**src/rtl/mult_div_unit_if.sv**
```systemverilog
// Bus between the register-file stage and the multiply/divide unit.
// The controller side drives operands, opcode and HI/LO moves; the unit returns status and HI/LO.
interface mult_div_unit_if #(
    parameter int WIDTH = 32
);
    logic             start;
    logic [1:0]       op;
    logic [WIDTH-1:0] srcA;
    logic [WIDTH-1:0] srcB;
    logic             mthi;
    logic             mtlo;
    logic [WIDTH-1:0] wdata;
    logic             busy;
    logic             done;
    logic             div_zero;
    logic [WIDTH-1:0] hi;
    logic [WIDTH-1:0] lo;

    modport master (
        output start, op, srcA, srcB, mthi, mtlo, wdata,
        input  busy, done, div_zero, hi, lo
    );

    modport slave (
        input  start, op, srcA, srcB, mthi, mtlo, wdata,
        output busy, done, div_zero, hi, lo
    );
endinterface

```
**src/rtl/mult_div_unit.sv**
```systemverilog
// Iterative MULT/MULTU/DIV/DIVU unit with architectural HI/LO registers.
// One shift-add or restoring-divide step per cycle on magnitudes; signs are fixed up on the last step.
module mult_div_unit #(
    parameter int WIDTH = 32
) (
    input  logic             clk,
    input  logic             reset,
    mult_div_unit_if.slave   bus
);
    localparam int CNT_W = $clog2(WIDTH) + 1;

    typedef enum logic {IDLE, RUN} state_t;

    state_t               state_q, state_d;
    logic [CNT_W-1:0]     cnt_q, cnt_d;
    logic [2*WIDTH-1:0]   acc_q, acc_d;
    logic [WIDTH-1:0]     opnd_q, opnd_d;
    logic [WIDTH-1:0]     hi_q, hi_d;
    logic [WIDTH-1:0]     lo_q, lo_d;
    logic                 is_div_q, is_div_d;
    logic                 neg_res_q, neg_res_d;
    logic                 neg_rem_q, neg_rem_d;
    logic                 done_q, done_d;
    logic                 dz_q, dz_d;

    logic                 sign_a, sign_b;
    logic [WIDTH-1:0]     mag_a, mag_b;
    logic [WIDTH:0]       mul_sum, div_shift;
    logic                 div_ge, div_zero_c;
    logic [2*WIDTH-1:0]   acc_step, prod_fix;
    logic [WIDTH-1:0]     quo_fix, rem_fix;

    function automatic logic [WIDTH-1:0] magnitude(input logic [WIDTH-1:0] x, input logic signed_op);
        return (signed_op && x[WIDTH-1]) ? -x : x;
    endfunction

    assign sign_a = ~bus.op[0] & bus.srcA[WIDTH-1];
    assign sign_b = ~bus.op[0] & bus.srcB[WIDTH-1];
    assign mag_a  = magnitude(bus.srcA, ~bus.op[0]);
    assign mag_b  = magnitude(bus.srcB, ~bus.op[0]);

    // Multiply keeps {partial, multiplier}; divide keeps {remainder, dividend/quotient}.
    always_comb begin
        mul_sum   = {1'b0, acc_q[2*WIDTH-1:WIDTH]} + (acc_q[0] ? {1'b0, opnd_q} : '0);
        div_shift = {acc_q[2*WIDTH-1:WIDTH], acc_q[WIDTH-1]};
        div_ge    = div_shift >= {1'b0, opnd_q};
        if (is_div_q) begin
            acc_step = {(div_ge ? (div_shift[WIDTH-1:0] - opnd_q) : div_shift[WIDTH-1:0]),
                        acc_q[WIDTH-2:0], div_ge};
        end else begin
            acc_step = {mul_sum, acc_q[WIDTH-1:1]};
        end
    end

    // A zero divisor yields an all-ones quotient; the remainder naturally becomes the dividend.
    always_comb begin
        div_zero_c = is_div_q && (opnd_q == '0);
        prod_fix   = neg_res_q ? -acc_step : acc_step;
        rem_fix    = neg_rem_q ? -acc_step[2*WIDTH-1:WIDTH] : acc_step[2*WIDTH-1:WIDTH];
        quo_fix    = div_zero_c ? '1 : (neg_res_q ? -acc_step[WIDTH-1:0] : acc_step[WIDTH-1:0]);
    end

    always_comb begin
        state_d   = state_q;
        cnt_d     = cnt_q;
        acc_d     = acc_q;
        opnd_d    = opnd_q;
        is_div_d  = is_div_q;
        neg_res_d = neg_res_q;
        neg_rem_d = neg_rem_q;
        hi_d      = hi_q;
        lo_d      = lo_q;
        done_d    = 1'b0;
        dz_d      = 1'b0;
        case (state_q)
            IDLE: begin
                if (bus.start) begin
                    state_d   = RUN;
                    cnt_d     = '0;
                    is_div_d  = bus.op[1];
                    neg_res_d = sign_a ^ sign_b;
                    neg_rem_d = sign_a;
                    opnd_d    = bus.op[1] ? mag_b : mag_a;
                    acc_d     = {{WIDTH{1'b0}}, (bus.op[1] ? mag_a : mag_b)};
                end else begin
                    if (bus.mthi) hi_d = bus.wdata;
                    if (bus.mtlo) lo_d = bus.wdata;
                end
            end
            RUN: begin
                acc_d = acc_step;
                cnt_d = cnt_q + CNT_W'(1);
                if (cnt_q == CNT_W'(WIDTH - 1)) begin
                    state_d = IDLE;
                    done_d  = 1'b1;
                    dz_d    = div_zero_c;
                    if (is_div_q) begin
                        hi_d = rem_fix;
                        lo_d = quo_fix;
                    end else begin
                        hi_d = prod_fix[2*WIDTH-1:WIDTH];
                        lo_d = prod_fix[WIDTH-1:0];
                    end
                end
            end
            default: state_d = IDLE;
        endcase
    end

    always_ff @(posedge clk or posedge reset) begin
        if (reset) begin
            state_q   <= IDLE;
            cnt_q     <= '0;
            acc_q     <= '0;
            opnd_q    <= '0;
            is_div_q  <= 1'b0;
            neg_res_q <= 1'b0;
            neg_rem_q <= 1'b0;
            hi_q      <= '0;
            lo_q      <= '0;
            done_q    <= 1'b0;
            dz_q      <= 1'b0;
        end else begin
            state_q   <= state_d;
            cnt_q     <= cnt_d;
            acc_q     <= acc_d;
            opnd_q    <= opnd_d;
            is_div_q  <= is_div_d;
            neg_res_q <= neg_res_d;
            neg_rem_q <= neg_rem_d;
            hi_q      <= hi_d;
            lo_q      <= lo_d;
            done_q    <= done_d;
            dz_q      <= dz_d;
        end
    end

    assign bus.busy     = (state_q == RUN);
    assign bus.done     = done_q;
    assign bus.div_zero = dz_q;
    assign bus.hi       = hi_q;
    assign bus.lo       = lo_q;
endmodule

```
**src/flat_wrapper.sv**
```systemverilog
// flat-port wrapper written by rule: the top's interface ports become plain ports
module mult_div_unit_flat 
#(
    parameter int WIDTH = 32
)
  (clk, reset, bus_start, bus_op, bus_srcA, bus_srcB, bus_mthi, bus_mtlo, bus_wdata, bus_busy, bus_done, bus_div_zero, bus_hi, bus_lo);
  mult_div_unit_if #(.WIDTH(WIDTH)) bus_i ();
  input  logic clk;
  input  logic reset;
  input wire logic [$bits(bus_i.start)-1:0] bus_start;
  input wire logic [$bits(bus_i.op)-1:0] bus_op;
  input wire logic [$bits(bus_i.srcA)-1:0] bus_srcA;
  input wire logic [$bits(bus_i.srcB)-1:0] bus_srcB;
  input wire logic [$bits(bus_i.mthi)-1:0] bus_mthi;
  input wire logic [$bits(bus_i.mtlo)-1:0] bus_mtlo;
  input wire logic [$bits(bus_i.wdata)-1:0] bus_wdata;
  output wire logic [$bits(bus_i.busy)-1:0] bus_busy;
  output wire logic [$bits(bus_i.done)-1:0] bus_done;
  output wire logic [$bits(bus_i.div_zero)-1:0] bus_div_zero;
  output wire logic [$bits(bus_i.hi)-1:0] bus_hi;
  output wire logic [$bits(bus_i.lo)-1:0] bus_lo;
  assign bus_i.start = bus_start;
  assign bus_i.op = bus_op;
  assign bus_i.srcA = bus_srcA;
  assign bus_i.srcB = bus_srcB;
  assign bus_i.mthi = bus_mthi;
  assign bus_i.mtlo = bus_mtlo;
  assign bus_i.wdata = bus_wdata;
  assign bus_busy = bus_i.busy;
  assign bus_done = bus_i.done;
  assign bus_div_zero = bus_i.div_zero;
  assign bus_hi = bus_i.hi;
  assign bus_lo = bus_i.lo;
  mult_div_unit #(.WIDTH(WIDTH)) u_core (.clk(clk), .reset(reset), .bus(bus_i));
endmodule
```
**config.mk**
```make
export PLATFORM = sky130hd
export DESIGN_NAME = mult_div_unit_flat
export DESIGN_NICKNAME = d
export VERILOG_FILES = /design/src/rtl/mult_div_unit_if.sv /design/src/rtl/mult_div_unit.sv /design/src/flat_wrapper.sv
export SDC_FILE = /design/constraint.sdc
export NUM_CORES = 1
export LEC_CHECK = 0
export BUFFER_PORTS_ARGS = -buffer_cell sky130_fd_sc_hd__buf_2
export CAP_MARGIN = 15
export CORE_UTILIZATION = 55
export DETAILED_ROUTE_END_ITERATION = 8
export PLACE_DENSITY_LB_ADDON = 0.25
export SLEW_MARGIN = 20
export SYNTH_ARGS = -nofsm -noshare
export SYNTH_HDL_FRONTEND = slang
export SYNTH_SLANG_ARGS = --single-unit
```
**constraint.sdc**
```tcl
create_clock -name clk -period 7.5 [get_ports clk]
set_input_delay 1.5 -clock clk [delete_from_list [all_inputs] [get_ports clk]]
set_output_delay 1.5 -clock clk [all_outputs]
set_load 0.02 [all_outputs]
```
==> metrics.cfg <==
[global_routing]
antenna_found_initial = 1
grt_pass1_vias = 16000
grt_max_degree = 125
grt_util_all_layers_pct = 40.3
grt_remaining_overflow = 0
grt_pass1_wl_mm = 94.2

[cts]
cts_tree = yes
post_cts_resized = 0
hold_buffers = 0
cts_sinks = 172
cts_setup_buffers = 0
cts_buffers = 17
htreeDepth = 4
insertion_delay_ps = 460
root_buffer = clkbuf_16
clk_pin_slew_worst_paths_ps = 80
cts_buffer_depth = 2

[layout]
multi_input_area_um2 = 11300
layoutNonFillerInstCount = 2631
final_area_um2 = 18000
nets = 2402
diodes = 0
fillCellCount = 2781
area_growth_pct = 8.98
drive_gt1_share_pct = 13.9
finish.utilization_pct = 60.8
seq_area_um2 = 4310

[worst_setup_path]
rr_endpoint = u_core.bus.hi[31]
cp_max_fo = 33
r2r-start = u_core.acc_q[0]
crit_path_start_kind = flop
path_buf_inv = 1
critPathMaxStageDelay_ps = 560
worstSetupPathType = reg2reg
worstPathArrival_ps = 5640
path_delay_family = compound AO/OA/AOI/OAI gates
path_cells = buf_4 -> nand2_1 -> fa_1 -> nor2b_1 -> o2111ai_1 -> a21boi_2 -> o211ai_1 -> a221oi_1 -> xnor2_1 -> a22oi_1 -> a211oi_2 -> or4b_1 -> nor4b_2 -> mux2_1 -> nor2_1
reg2reg_depth = 15
end_kind = flop
slowest_stage = a221oi_1
ff2ff_setup_slack_ps = 2250
worstPathRequired_ps = 7890
startpoint = u_core.acc_q[0]

[min_path]
hold_class = reg2reg
holdPathEnd = u_core.bus.lo[16]
hold_path_depth = 2
holdCritStartpoint = u_core.bus.lo[16]

[timing]
period_share_pct = 70.0
max_freq_mhz = 190
hold_viol = 0
layout_min_cycle_time_ps = 5250
fin_tns_setup_ps = 0
final.setup_skew_ps = 17.6
max_slew_margin_pct = 29.1
worstMarginPinSlew_ps = 1060
rsz0062_at_grt = no
whs_ps = 477
slew_violations = 0
setup_slack_ps = 2250
setup_violations = 0

[routing]
post_drt_wl_per_cell_um = 23.5
drcViolationCount = 0
met1_length_mm = 25.9
drt_wl_total_mm = 61.8
num_vias = 17200
drt-initial-drc-count = 1948
via_per_inst = 6.53
wl_met2_mm = 27.1
firstDrtPassIters = 8
wl_met3_mm = 5.61
antenna_left = 0
top_layer = met5

[die]
die_x_um = 175
dieArea_um2 = 30700
die_h_um = 175
initial_core_util_pct = 55.8
row_count = 63
num_io_pins = 170
fp.coreArea_um2 = 29600

[placement]
gp_congestion = 0.999
dp_slack_ps = 2400
dpl_cell_area_um2 = 17400
hpwl_mm = 48.0
dp.cells = 2599
portBuffers = 169

[logic_synthesis]
synth_area_um2 = 16500
synth_nets = 2334
synthArstFlopShare_pct = 100
syn_avg_cell_area_um2 = 7.63
synth_top_area_share_pct = 26.1
synth_seq_area_share_pct = 26.1
synth_edf_count = 0
synth_commonest_cells = nand2_1, o21ai_0, a21oi_1
yosysTopAreaCell = dfrtp_1
yosys.cell_types.count = 110
syn_inst = 2160
ys_seq_elements = 172
yosysWarnings = 0
yosysMostFrequentCell = nand2_1
synthTopCellsByArea = dfrtp_1, o21ai_0, nand2_1
synthFlopType = dfrtp_1

[job]
maxCapViolations = 0

[power_and_ir_drop]
leakage_nw = 7.87
ir_drop_uv = 289
power_density_nw_per_um2 = 531
p_total_mw = 9.55

[run_status]
run_status = complete, no violations

## worst max-delay path by stage
stage / end / slack [ps] / depth (start not counted)
6_report: u_core.bus.hi[31] / 2250 / 15
5_1_grt: u_core.bus.hi[31] / 2090 / 15
4_1_cts: u_core.bus.hi[31] / 2370 / 15
3_5_place_dp: u_core.bus.hi[31] / 2400 / 15
3_3_place_gp: u_core.bus.hi[31] / 2420 / 15
2_1_floorplan: u_core.acc_q[0] / 1340 / 1
## metal layers
metal | vias up | global-route usage (%)
met5 | - | 0
met4 | 2 | 20.4
met3 | 137 | 7.83
met2 | 875 | 60.8
met1 | 8177 | 54.6
li1 | 7989 | -
## cell type report
cell class	count	share of cell area, %
repair buffers	187	5.47
clock buffers	17	2.37
inverters	80	1.70
clock inverters	15	0.822
well taps	390	2.72
multi-input cells	1770	62.9
flip-flops and latches	172	24.0
## worst register-to-register path, stage by stage, from the launching register on
cell and delay (ps):
dfrtp_1 340, buf_4 340, nand2_1 180, fa_1 460, nor2b_1 220, o2111ai_1 210
a21boi_2 430, o211ai_1 180, a221oi_1 560, xnor2_1 190, a22oi_1 300, a211oi_2 490
or4b_1 560, nor4b_2 290, mux2_1 350, nor2_1 100
## layout by cell type (no fill, tap or decap), types with 34 or more instances in the layout
cell type  instances
nand2_1          257
o21ai_0          202
a21oi_1          180
nor2_1           170
dfrtp_1          170
buf_2            168
xor2_1            79
inv_1             77
ha_1              69
a211oi_1          62
nor3_1            61
xnor2_1           61
mux2i_1           53
and2_1            39
nand3_1           34
a21o_1            34
## cells by family (layout without fill, tap and decap cells)
| logic type | Yosys count | after routing | synth area share [%] |
|---|---|---|---|
| simple gates | 753 | 753 | 22.2 |
| compound gates | 740 | 740 | 29.3 |
| buf+inv | 218 | 299 | 5.40 |
| flops | 172 | 172 | 26.1 |
| xor+xnor | 140 | 140 | 7.44 |
| fa+ha+maj | 71 | 71 | 5.48 |
| mux | 66 | 66 | 4.10 |
## power breakdown
| group | switching, mW | internal, mW | total (mW) |
|---|---|---|---|
| registers | 0.484 | 1.32 | 1.80 |
| clock network | 0.461 | 0.443 | 0.904 |
| logic | 4.45 | 2.39 | 6.84 |
## sequential cells by signal, indices dropped and copies added, names as in the netlist
signal and count:
u_core.acc_q 64, u_core.bus.hi 32, u_core.bus.lo 32, u_core.opnd_q 32, u_core.cnt_q 6, u_core.bus.busy 1
u_core.bus.div_zero 1, u_core.bus.done 1, u_core.is_div_q 1, u_core.neg_rem_q 1, u_core.neg_res_q 1
Note: power is estimated with default switching activity, not from simulation.
